## config.mk

```make
export PLATFORM = sky130hd
export DESIGN_NAME = pipe_stage_reg
export DESIGN_NICKNAME = d
export VERILOG_FILES = /design/src/rtl/pipe_pkg.sv /design/src/rtl/sat_counter.sv /design/src/rtl/pipe_stage_reg.sv
export SDC_FILE = /design/constraint.sdc
export NUM_CORES = 1
export LEC_CHECK = 0
export BUFFER_PORTS_ARGS = -buffer_cell sky130_fd_sc_hd__buf_4
export CAP_MARGIN = 5
export CORE_MARGIN = 5
export CORE_UTILIZATION = 55
export CTS_CLUSTER_DIAMETER = 120
export CTS_CLUSTER_SIZE = 16
export DETAILED_ROUTE_END_ITERATION = 10
export PLACE_DENSITY = 0.76
export SLEW_MARGIN = 40
export SYNTH_ARGS = -nofsm -noshare
export SYNTH_HDL_FRONTEND = slang
export SYNTH_HIERARCHICAL = 1
export SYNTH_SLANG_ARGS = --single-unit
```

## constraint.sdc

```tcl
create_clock -name clock -period 2.2 [get_ports clock]
set_clock_uncertainty 0.2 [all_clocks]
set_input_delay 0.11 -clock clock [delete_from_list [all_inputs] [get_ports clock]]
set_output_delay 0.11 -clock clock [all_outputs]
set_load 0.01 [all_outputs]
```

## src/rtl/pipe_pkg.sv

```systemverilog
// Shared definitions for the inter-stage pipeline registers of the 5-stage core:
// occupancy encoding, bubble payload and the per-boundary payload widths.
package pipe_pkg;

  typedef enum logic [1:0] {
    OCC_EMPTY = 2'd0,
    OCC_ONE   = 2'd1,
    OCC_FULL  = 2'd2
  } occ_e;

  // An all-zero payload is a bubble; replicate this bit to any payload width.
  localparam logic BUBBLE_BIT = 1'b0;

  localparam int FD_PAYLOAD_W = 64;
  localparam int DX_PAYLOAD_W = 128;
  localparam int XM_PAYLOAD_W = 96;
  localparam int MW_PAYLOAD_W = 72;

  function automatic logic occ_has_room(occ_e occ);
    return occ != OCC_FULL;
  endfunction

endpackage

```

## src/rtl/sat_counter.sv

```systemverilog
// Saturating up-counter with synchronous clear; clear wins over increment.
module sat_counter #(
  parameter int WIDTH = 16
) (
  input  logic             clock,
  input  logic             reset,
  input  logic             inc,
  input  logic             clr,
  output logic [WIDTH-1:0] count
);

  // NOTE: sequential state is assigned with <= so every flop samples pre-edge values.
  always_ff @(posedge clock or negedge reset) begin
    if (!reset) begin
      count <= '0;
    end else if (clr) begin
      count <= '0;
    end else if (inc && (count != {WIDTH{1'b1}})) begin
      count <= count + WIDTH'(1);
    end
  end

endmodule

```

## src/rtl/pipe_stage_reg.sv

```systemverilog
// Generic valid/ready pipeline register with optional skid entry, flush and a
// stall-cycle counter. Payload is opaque; parents concatenate stage fields.
module pipe_stage_reg
  import pipe_pkg::*;
#(
  parameter int DATA_WIDTH = 32,
  parameter bit SKID_EN    = 1'b1,
  parameter int CNT_WIDTH  = 16
) (
  input  logic                  clock,
  input  logic                  reset,
  input  logic                  flush,
  input  logic                  in_valid,
  output logic                  in_ready,
  input  logic [DATA_WIDTH-1:0] in_data,
  output logic                  out_valid,
  input  logic                  out_ready,
  output logic [DATA_WIDTH-1:0] out_data,
  output logic [1:0]            occupancy,
  output logic [CNT_WIDTH-1:0]  stall_count,
  input  logic                  stall_count_clr
);

  localparam logic [DATA_WIDTH-1:0] BUBBLE = {DATA_WIDTH{BUBBLE_BIT}};

  occ_e                  occ_q, occ_d;
  logic [DATA_WIDTH-1:0] main_q, main_d;
  logic [DATA_WIDTH-1:0] skid_q, skid_d;
  logic                  valid_q;
  logic                  accept;
  logic                  emit;

  assign accept = in_valid & in_ready;
  assign emit   = valid_q & out_ready;

  // NOTE: every signal written here gets a default first, so no latch is inferred.
  always_comb begin
    occ_d  = occ_q;
    main_d = main_q;
    skid_d = skid_q;
    if (flush) begin
      occ_d  = OCC_EMPTY;
      main_d = BUBBLE;
      skid_d = BUBBLE;
    end else begin
      case (occ_q)
        OCC_EMPTY: begin
          if (accept) begin
            main_d = in_data;
            occ_d  = OCC_ONE;
          end
        end
        OCC_ONE: begin
          if (accept && emit) begin
            main_d = in_data;
          end else if (accept && SKID_EN) begin
            skid_d = in_data;
            occ_d  = OCC_FULL;
          end else if (emit) begin
            occ_d  = OCC_EMPTY;
          end
        end
        OCC_FULL: begin
          // in_ready is low here, so only the drain path exists.
          if (emit) begin
            main_d = skid_q;
            occ_d  = OCC_ONE;
          end
        end
        default: occ_d = OCC_EMPTY;
      endcase
    end
  end

  // NOTE: payload registers are reset too, so out_data reads as a bubble after reset.
  always_ff @(posedge clock or negedge reset) begin
    if (!reset) begin
      occ_q   <= OCC_EMPTY;
      main_q  <= BUBBLE;
      skid_q  <= BUBBLE;
      valid_q <= 1'b0;
    end else begin
      occ_q   <= occ_d;
      main_q  <= main_d;
      skid_q  <= skid_d;
      valid_q <= (occ_d != OCC_EMPTY);
    end
  end

  generate
    if (SKID_EN) begin : g_skid
      logic ready_q;
      always_ff @(posedge clock or negedge reset) begin
        if (!reset) begin
          ready_q <= 1'b1;
        end else begin
          ready_q <= occ_has_room(occ_d);
        end
      end
      assign in_ready = ready_q;
    end else begin : g_single
      assign in_ready = !valid_q | out_ready;
    end
  endgenerate

  assign out_valid = valid_q;
  assign out_data  = main_q;
  assign occupancy = occ_q;

  sat_counter #(
    .WIDTH (CNT_WIDTH)
  ) u_stall_cnt (
    .clock (clock),
    .reset (reset),
    .inc   (valid_q & ~out_ready),
    .clr   (stall_count_clr),
    .count (stall_count)
  );

endmodule

```

==> run_results.csv, run 1 <==
group,metric,value,unit
synth,async_reset_ff_share,100,%
worst_setup_path,worst_path_dominant_cell_family,"simple AND/OR/NAND/NOR gates",
synth,yosysTopAreaCell,"dfrtp_1",
sta,period_share,96.8,%
status,outcome,"finished clean",
die,die_height,99.1,µm
synth,synth_area_per_cell,10.4,µm²
cells_and_area,register_area,2100,µm²
flow_run,max_cap_violations,0,
die,io_pins,90,
sta,drv_slew,0,
synth,synth-compound-area-share,24.8,%
worst_setup_path,r2r-start,"u_stall_cnt/count[0]",
worst_setup_path,slowest_delay,0.56,ns
worst_setup_path,reg2reg_depth,6,
synth,synthMuxAreaShare,8.37,%
route,wl_per_cell,17.9,µm
global_routing,grt_max_degree,69,
synth,synthesis.area,4370,µm²
synth,synth_top_family_by_area,"compound AO/OA/AOI/OAI gates",
worst_setup_path,path_buf_inv,1,
synth,ys_seq_elements,84,
cells_and_area,diodes,0,
clock_network,ctsLongestPathBuffers,2,
clock_network,h-tree-depth,3,
clock_network,cts_resized,0,
synth,ys_seq_area_share,48.2,%
route,ant_nets,0,
worst_setup_path,crit_arrival,2.18,ns
placement,dpl.hpwl,7020,µm
worst_setup_path,endpoint_kind,"register",
clock_network,clock_latency,0.34,ns
power_and_ir_drop,power.density,663,nW/µm²
route,dr.pass1.iters,5,
sta,max_slew.worst_pin.slew,0.722,ns
sta,fmax,469,MHz
cells_and_area,fillers,556,
clock_network,root_buffer,"clkbuf_8",
worst_setup_path,startpoint_type,"register",
sta,setup_viol,0,
route,vias,3871,
cells_and_area,multiInputGateArea,1980,µm²
power_and_ir_drop,ir_drop,0.400,mV
power_and_ir_drop,power,3.73,mW
global_routing,grtUsageTotal,23.2,%
sta,final_hold_viol_count,0,
cells_and_area,finalNetCount,567,
route,via_per_inst,6.10,
synth,yosysTopAreaCellShare,47.6,%
synth,yosysWarnings,6,
sta,relSlewSlack,51.9,%
worst_setup_path,r2r_slack,0.07,ns
die,die_width,99.1,µm
synth,synthCells,419,
sta,rsz0062_at_grt,"false",
worst_setup_path,worstReg2RegEnd,"u_stall_cnt/count[2]",
global_routing,grt_pass1_vias,3831,
synth,synthXorXnorAreaFrac,0,%
die,core_region_area,7730,µm²
global_routing,grt_pass1_wl,18900,µm
sta,timing.final.crit_period,2.13,ns
cells_and_area,layout-drive-gt1-share,26.3,%
global_routing,antenna_found_initial,0,
die,dieArea,9820,µm²
route,drt_iter0_markers,185,
worst_setup_path,slowest_stage,"or4_2",
clock_network,cts_num_sinks,84,
worst_setup_path,path_class,"register to register",
global_routing,grt-ovfl-total,0,
synth,netlist_top_cells_count,"83 x dfrtp_1, 57 x a211oi_1, 47 x a21oi_1",
power_and_ir_drop,p_leak,2.38,nW
clock_network,cts_tree,"built",
die,row_count,32,
clock_network,clk_pin_slew,0.09,ns
synth,synth_edf_count,0,
synth,yosys.area_share.simple,11.9,%
cells_and_area,syn2layout_area_growth,29.0,%
die,start_util,56.5,%
hold_path,min_path_type,"input pin to asynchronous set/reset pin",
worst_setup_path,worstPathMaxFanout,7,
synth,synth_adder_area_share,0.287,%
route,drc_errors,0,
placement,portBuffers,89,
clock_network,cts_buffers,9,
sta,fin_tns_setup,0,ns
worst_setup_path,crit_chain,"ha_1 > nand4_2 > nor4_4 > buf_4 > or4_2 > a21oi_1",
synth,yosysMostFrequentCell,"dfrtp_1",
route,totalWireLength,11400,µm
synth,synth-main-ff-cell,"dfrtp_1",
synth,syn_nets,458,
worst_setup_path,crit_required,2.25,ns
synth,ys_types,42,
synth,synthTopCellsByArea,"dfrtp_1 48%, a211oi_1 9.8%, mux2i_1 7.3%, a21oi_1 5.4%, nand3_1 4.0%",
placement,place.gp.congestion,0.806,
-- stage by stage --
stage | util (%) | cell area (µm²) | worst slack, ns | std cells | hold slack, ns
2_1_floorplan | - | 4370 | 0.174 | 419 | -0.386
3_3_place_gp | 65.6 | 5070 | 0.208 | 583 | -0.112
3_5_place_dp | 65.6 | 5070 | 0.158 | 583 | -0.109
4_1_cts | 72.9 | 5630 | 0.102 | 635 | 0.0557
5_1_grt | 72.9 | 5630 | 0.0229 | 635 | 0.0872
6_report | 72.9 | 5630 | 0.0695 | 635 | 0.0503
-- cell usage in the layout, fill, tap and decap left out, types with 2 or more instances in the layout --
cell and count:
nand3b_1 2, o21ai_1 3, nand3_1 35, o31ai_1 7
nor2b_1 5, buf_12 4, buf_4 102, a211oi_1 57
o21ai_0 33, dfrtp_1 83, and3_1 2, mux2i_1 32
dlygate4sd3_1 36, clkbuf_8 9, or3_1 2, nand2_1 10
a21o_1 3, or4_2 2, nand4_1 6, or4_1 5
a211oi_2 8, nor4_1 4, and4_2 2, nor2_1 5
a21oi_1 47, inv_1 3, mux2_1 4, bufinv_16 2
clkbuf_1 4
-- worst register-to-register path: stages, from the launching register on --
cell and delay (ns):
dfrtp_1 0.44, ha_1 0.27, nand4_2 0.13, nor4_4 0.08, buf_4 0.17, or4_2 0.56
a21oi_1 0.20
-- what timing repair did --
| action | 4_1_cts | 5_1_grt |
|---|---|---|
| hold buffers | 36 | 0 |
| endpoints found under the hold margin | 162 | 0 |
| buffers inserted | 0 | 0 |
-- area by class of cell --
class	instances	area share (%)
Clock inverter	3	1.15
Sequential cell	84	37.3
Tap cell	102	2.27
Timing Repair Buffer	142	21.4
Clock buffer	13	2.47
Multi-Input combinational cell	288	35.2
Inverter	3	0.200
-- per-layer routing --
layer	GRT usage [%]	part of all wire, %
met5	0	0
met4	6.93	1.3
met3	4.21	5.6
met2	38.5	51
met1	31.1	42
-- worst max-delay path by stage --
| stage | from | end | slack, ns | cells past startpoint |
|---|---|---|---|---|
| 3_3_place_gp | u_stall_cnt/count[0] | u_stall_cnt/count[15] | 0.21 | 5 |
| 4_1_cts | u_stall_cnt/count[0] | u_stall_cnt/count[2] | 0.10 | 6 |
| 5_1_grt | u_stall_cnt/count[0] | u_stall_cnt/count[15] | 0.02 | 5 |
| 2_1_floorplan | out_valid | u_stall_cnt/count[3] | 0.17 | 5 |
| 3_5_place_dp | u_stall_cnt/count[0] | u_stall_cnt/count[2] | 0.16 | 6 |
| 6_report | u_stall_cnt/count[0] | u_stall_cnt/count[2] | 0.07 | 6 |
-- cell families (layout without fill, tap and decap cells) --
family / count (synthesis) / count (layout)
AOI/OAI and AO/OA: 163 / 163
and+or+nand+nor: 88 / 88
DFF: 84 / 84
buffers and inverters: 47 / 161
muxes: 36 / 36
adders and majority gates: 1 / 1
-- power by group --
part | switching [mW] | total (mW) | internal, mW
clock | 0.533 | 1.17 | 0.642
sequential | 0.0699 | 1.72 | 1.65
combinational | 0.454 | 0.839 | 0.385
total | 1.06 | 3.73 | 2.68
-- state kept, by name, indices dropped and copies added, names as in the netlist --
register and cells:
in_ready 1, occupancy 2, out_data 32, out_valid 1
skid_q 32, u_stall_cnt/count 16
Power figures use the tool's default switching activity.
==> inputs of run 2 (changes only) <==
--- a/config.mk
+++ b/config.mk
@@ -7,12 +7,14 @@
 export LEC_CHECK = 0
 export BUFFER_PORTS_ARGS = -buffer_cell sky130_fd_sc_hd__buf_4
 export CAP_MARGIN = 5
+export CELL_PAD_IN_SITES_DETAIL_PLACEMENT = 0
+export CELL_PAD_IN_SITES_GLOBAL_PLACEMENT = 1
 export CORE_MARGIN = 5
-export CORE_UTILIZATION = 55
+export CORE_UTILIZATION = 42
 export CTS_CLUSTER_DIAMETER = 120
 export CTS_CLUSTER_SIZE = 16
 export DETAILED_ROUTE_END_ITERATION = 10
-export PLACE_DENSITY = 0.76
+export PLACE_DENSITY = 0.75
 export SLEW_MARGIN = 40
 export SYNTH_ARGS = -nofsm -noshare
 export SYNTH_HDL_FRONTEND = slang
==> run 2 against run 1 <==
Net effect: combinational power grew 2.9%; register-to-register slack gained 0.02 ns; critical path depth is the same; critical endpoint is now u_stall_cnt/count[3]; global-route usage shrank 4.8 points; sequential share of layout area shrank 0.83 points; largest cell class unchanged.
==> run_results.csv, run 2 (synthesized netlist as in run 1, its figures left out) <==
group,metric,value,unit
hold_path,min_path_type,"input pin to register",
die,core_region_area,10200,µm²
sta,drv_slew,0,
power_and_ir_drop,netSwitchingFraction,29.5,%
cells_and_area,register_area,2100,µm²
power_and_ir_drop,intPower,2.71,mW
flow_run,max_cap_violations,0,
worst_setup_path,crit_required,2.28,ns
route,drc_errors,0,
route,dr.pass1.iters,4,
route,drt_iter0_markers,176,
sta,max_slew.worst_pin.slew,0.767,ns
clock_network,clk_pin_slew,0.09,ns
worst_setup_path,worstPathMaxFanout,15,
worst_setup_path,crit_chain,"ha_1 > nand4_2 > nor4_4 > buf_4 > or4_2 > a21oi_1",
die,dieArea,12500,µm²
route,vias,3763,
sta,final_hold_viol_count,0,
die,die_height,112,µm
power_and_ir_drop,p_leak,2.42,nW
die,start_util,42.7,%
global_routing,grtUsageTotal,18.3,%
cells_and_area,layout-drive-gt1-share,27.7,%
cells_and_area,fin_util,56.3,%
worst_setup_path,startpoint_type,"register",
cells_and_area,most-common-layout-cells,"105 x buf_4, 83 x dfrtp_1, 57 x a211oi_1, 47 x a21oi_1",
clock_network,root_buffer,"clkbuf_8",
clock_network,h-tree-depth,3,
cells_and_area,diodes,0,
sta,relSlewSlack,48.9,%
die,die_width,112,µm
clock_network,cts_resized,0,
die,row_count,37,
power_and_ir_drop,clockPowerShare,33.0,%
placement,place.gp.congestion,0.777,
sta,whs,0.0220,ns
sta,setup_viol,0,
worst_setup_path,endpoint_kind,"register",
route,via_per_inst,5.59,
status,outcome,"finished clean",
global_routing,grt_pass1_vias,3767,
power_and_ir_drop,pwr-share-comb,22.4,%
clock_network,cts_num_sinks,84,
power_and_ir_drop,ir_drop,0.368,mV
cells_and_area,finalNetCount,571,
worst_setup_path,slowest_delay,0.62,ns
global_routing,antenna_found_initial,0,
sta,fmax,473,MHz
global_routing,grt_pass1_wl,19000,µm
cells_and_area,fillers,912,
worst_setup_path,crit_arrival,2.19,ns
power_and_ir_drop,power.density,668,nW/µm²
route,ant_nets,0,
cells_and_area,syn2layout_area_growth,31.9,%
route,totalWireLength,11500,µm
clock_network,cts_buffers,9,
placement,place_ws,0.117,ns
power_and_ir_drop,p_switching,1.14,mW
global_routing,grt_max_degree,85,
power_and_ir_drop,p_seq_share,44.6,%
route,wl_per_cell,17.0,µm
clock_network,cts_tree,"built",
sta,setup_slack,0.0876,ns
cells_and_area,mostFrequentLayoutCell,"buf_4",
sta,rsz0062_at_grt,"false",
sta,fin_tns_setup,0,ns
cells_and_area,final_area,5760,µm²
placement,dpl.hpwl,7070,µm
clock_network,ctsLongestPathBuffers,2,
worst_setup_path,path_class,"register to register",
global_routing,grt-ovfl-total,0,
placement,postPlaceCellArea,5180,µm²
worst_setup_path,slowest_stage,"or4_2",
clock_network,clock_latency,0.36,ns
sta,timing.final.crit_period,2.11,ns
cells_and_area,multiInputGateArea,1990,µm²
placement,portBuffers,89,
die,io_pins,90,
sta,period_share,96.0,%
-- run 2: repair_timing --
action,in CTS,in global routing
hold buffers,35,0
setup endpoints to repair,0,0
setup buffers,0,0
hold endpoints to repair,163,0
-- run 2: path summary, 6_finish.rpt --
path                                             end                  from  slack, ns  cells past startpoint
worst min-delay path                    occupancy[1]             out_ready       0.02                      4
max in group asynchronous                   in_ready                 reset       1.28                      3
worst max register to register  u_stall_cnt/count[3]  u_stall_cnt/count[1]       0.09                      6
worst max-delay path            u_stall_cnt/count[3]  u_stall_cnt/count[1]       0.09                      6
worst min register to register            skid_q[31]            skid_q[31]       0.34                      2
min in group asynchronous                out_data[6]                 reset       0.09                      3
-- run 2: metrics by stage --
step	cells	power [mW]
floorplan	419	2.20
global placement	622	2.56
detailed placement	622	2.57
CTS	673	3.90
global route	673	4.06
finish	673	3.85
-- run 2: layout make-up --
type                       instances  area share (%)
clock inverter                     7            1.82
clock buffer                       9            2.15
sequential                        84            36.5
multi-input combinational        288            34.5
inverter                           3           0.195
tap                              136            2.95
timing repair buffer             146            21.8
-- run 2: metal layers --
metal	vias up	part of all wire (%)	wire length (µm)	global-route usage, %
met2	93	48	5490	30.1
li1	1826	-	-	-
met4	0	2.4	278	6.97
met5	-	0	0	0
met1	1826	45	5110	24.0
met3	18	5.0	569	3.80
-- run 2: power by group through the flow --
stage,registers [mW],clock network [mW],logic (mW)
after floorplan,1.78,0,0.419
after global placement,1.75,0,0.811
after detailed placement,1.75,0,0.820
after CTS,1.72,1.31,0.870
after global routing,1.73,1.38,0.944
final,1.72,1.27,0.863
-- run 2: worst max-delay path: cells and delay by family (launching register included) --
| family | cells | cell delay, ns |
|---|---|---|
| AND/OR/NAND/NOR | 3 | 0.82 |
| AO/OA/AOI/OAI | 1 | 0.16 |
| adder cells (fa/ha/maj) | 1 | 0.25 |
| buffers and inverters | 1 | 0.18 |
| flip-flops | 1 | 0.43 |
==> inputs of run 3 (changes only) <==
==> constraint.sdc (replaced) <==
create_clock -name clock -period 2.2 [get_ports clock]
set_clock_uncertainty 0.2 [all_clocks]
set_input_delay 0.22 -clock clock [delete_from_list [all_inputs] [get_ports clock]]
set_output_delay 0.22 -clock clock [all_outputs]
set_load 0.01 [all_outputs]
==> run 3 against run 2 <==
Net effect: critical path depth rose by 1; fmax is 1.4% lower; cell count rose by 0.15%; non-clock buffer count up 1; die area did not move; sequential power hardly changed; first-iteration DRC count up 8.5%; wire length grew 2.3%; largest cell class unchanged; largest power group unchanged.
==> run_results.csv, run 3 (synthesized netlist as in run 1, its figures left out) <==
group,metric,value,unit
status,outcome,"finished clean",
power_and_ir_drop,ir_drop,0.360,mV
placement,place.gp.congestion,0.786,
sta,timing.final.crit_period,2.14,ns
cells_and_area,layout-drive-gt1-share,27.9,%
die,dieArea,12500,µm²
route,top_layer,"met4",
sta,fin_tns_setup,0,ns
power_and_ir_drop,p_leak,2.41,nW
global_routing,grt_max_degree,69,
worst_setup_path,crit_arrival,2.20,ns
global_routing,grtUsageTotal,18.9,%
worst_setup_path,crit_end,"u_stall_cnt/count[3]",
route,ant_nets,0,
worst_setup_path,r2r-start,"u_stall_cnt/count[1]",
placement,postPlaceCellArea,5160,µm²
worst_setup_path,reg2reg_depth,7,
clock_network,ctsLongestPathBuffers,2,
sta,relSlewSlack,49.0,%
flow_run,max_cap_violations,0,
die,start_util,42.7,%
cells_and_area,final_area,5760,µm²
clock_network,h-tree-depth,3,
cells_and_area,mostFrequentLayoutCell,"buf_4",
die,core_region_area,10200,µm²
global_routing,grt_pass1_wl,19700,µm
die,die_height,112,µm
clock_network,clk_pin_slew,0.09,ns
worst_setup_path,crit_path_start,"u_stall_cnt/count[1]",
route,drt_iter0_markers,191,
clock_network,clock_latency,0.34,ns
global_routing,grt_pass1_vias,3840,
die,io_pins,90,
route,vias,3811,
power_and_ir_drop,power.density,658,nW/µm²
route,via_per_inst,5.65,
sta,period_share,97.4,%
route,totalWireLength,11700,µm
sta,final_hold_viol_count,0,
power_and_ir_drop,power,3.79,mW
route,wl_met1,5290,µm
die,row_count,37,
cells_and_area,finalNetCount,572,
cells_and_area,syn2layout_area_growth,31.8,%
worst_setup_path,worstPathMaxFanout,5,
cells_and_area,most-common-layout-cells,"108 x buf_4, 83 x dfrtp_1, 57 x a211oi_1, 47 x a21oi_1, 35 x nand3_1",
placement,portBuffers,89,
route,wl_met2,5640,µm
sta,drv_slew,0,
worst_setup_path,path_class,"register to register",
hold_path,hold_start,"in_valid",
route,wl_per_cell,17.4,µm
route,drc_errors,0,
clock_network,cts_tree,"built",
clock_network,cts_num_sinks,84,
worst_setup_path,endpoint_kind,"register",
clock_network,cts_buffers,9,
sta,setup_slack,0.0567,ns
sta,fmax,467,MHz
worst_setup_path,r2r_slack,0.06,ns
worst_setup_path,worstReg2RegEnd,"u_stall_cnt/count[3]",
placement,place_ws,0.0322,ns
worst_setup_path,crit_required,2.26,ns
route,wl_met3,602,µm
cells_and_area,diodes,0,
route,dr.pass1.iters,4,
global_routing,grt-ovfl-total,0,
placement,dpl.hpwl,7320,µm
hold_path,min_path_type,"input pin to register",
worst_setup_path,startpoint_type,"register",
global_routing,antenna_found_initial,0,
clock_network,root_buffer,"clkbuf_8",
die,die_width,112,µm
sta,setup_viol,0,
sta,max_slew.worst_pin.slew,0.765,ns
## run 3: where the power goes
group / leakage [nW] / internal, mW / switching (mW)
clock: 0.107 / 0.671 / 0.542
combinational: 1.17 / 0.396 / 0.462
sequential: 1.14 / 1.65 / 0.0694
total: 2.41 / 2.72 / 1.07
## run 3: area by class of cell
cell class | instances | area, µm²
fillers | 920 | 4480
inverters | 3 | 11.3
multi-input cells | 288 | 2000
clock inverters | 4 | 72.6
flip-flops and latches | 84 | 2100
repair buffers | 147 | 1250
well taps | 136 | 170
clock buffers | 12 | 145
## run 3: per-stage QoR
step / instances / hold WS (ns) / utilization [%]
after detailed placement: 621 / -0.00272 / 50.5
final: 674 / 0.0916 / 56.3
after global placement: 621 / -0.00781 / 50.5
after floorplan: 419 / -0.276 / -
after global routing: 674 / 0.0936 / 56.3
after CTS: 671 / 0.0614 / 55.9
## run 3: layer usage
| metal | up-vias | GRT usage, % |
|---|---|---|
| met3 | 12 | 4.24 |
| met5 | - | 0 |
| met1 | 1891 | 25.8 |
| li1 | 1819 | - |
| met2 | 89 | 30.1 |
| met4 | 0 | 6.17 |
## run 3: worst max-delay path, cell delays in order, from the launching register on
cell and delay (ns):
dfrtp_1 0.45, ha_4 0.20, nand4_2 0.11, nor4_4 0.06, buf_4 0.15, buf_4 0.14, or4_2 0.60, a21oi_1 0.15
## run 3: how the worst min path moves through the flow
stage,cells past startpoint,endpoint
floorplan,0,occupancy[0]
global placement,1,out_data[9]
detailed placement,1,skid_q[6]
CTS,3,occupancy[0]
global route,3,occupancy[0]
finish,4,out_valid
## run 3: repair_timing
item / in CTS / in global routing
hold endpoints to repair: 104 / 0
setup endpoints to repair: 2 / 9
gates resized for setup: 0 / 2
pin swaps: 1 / 1
buffers inserted: 0 / 3
hold buffers: 34 / 0
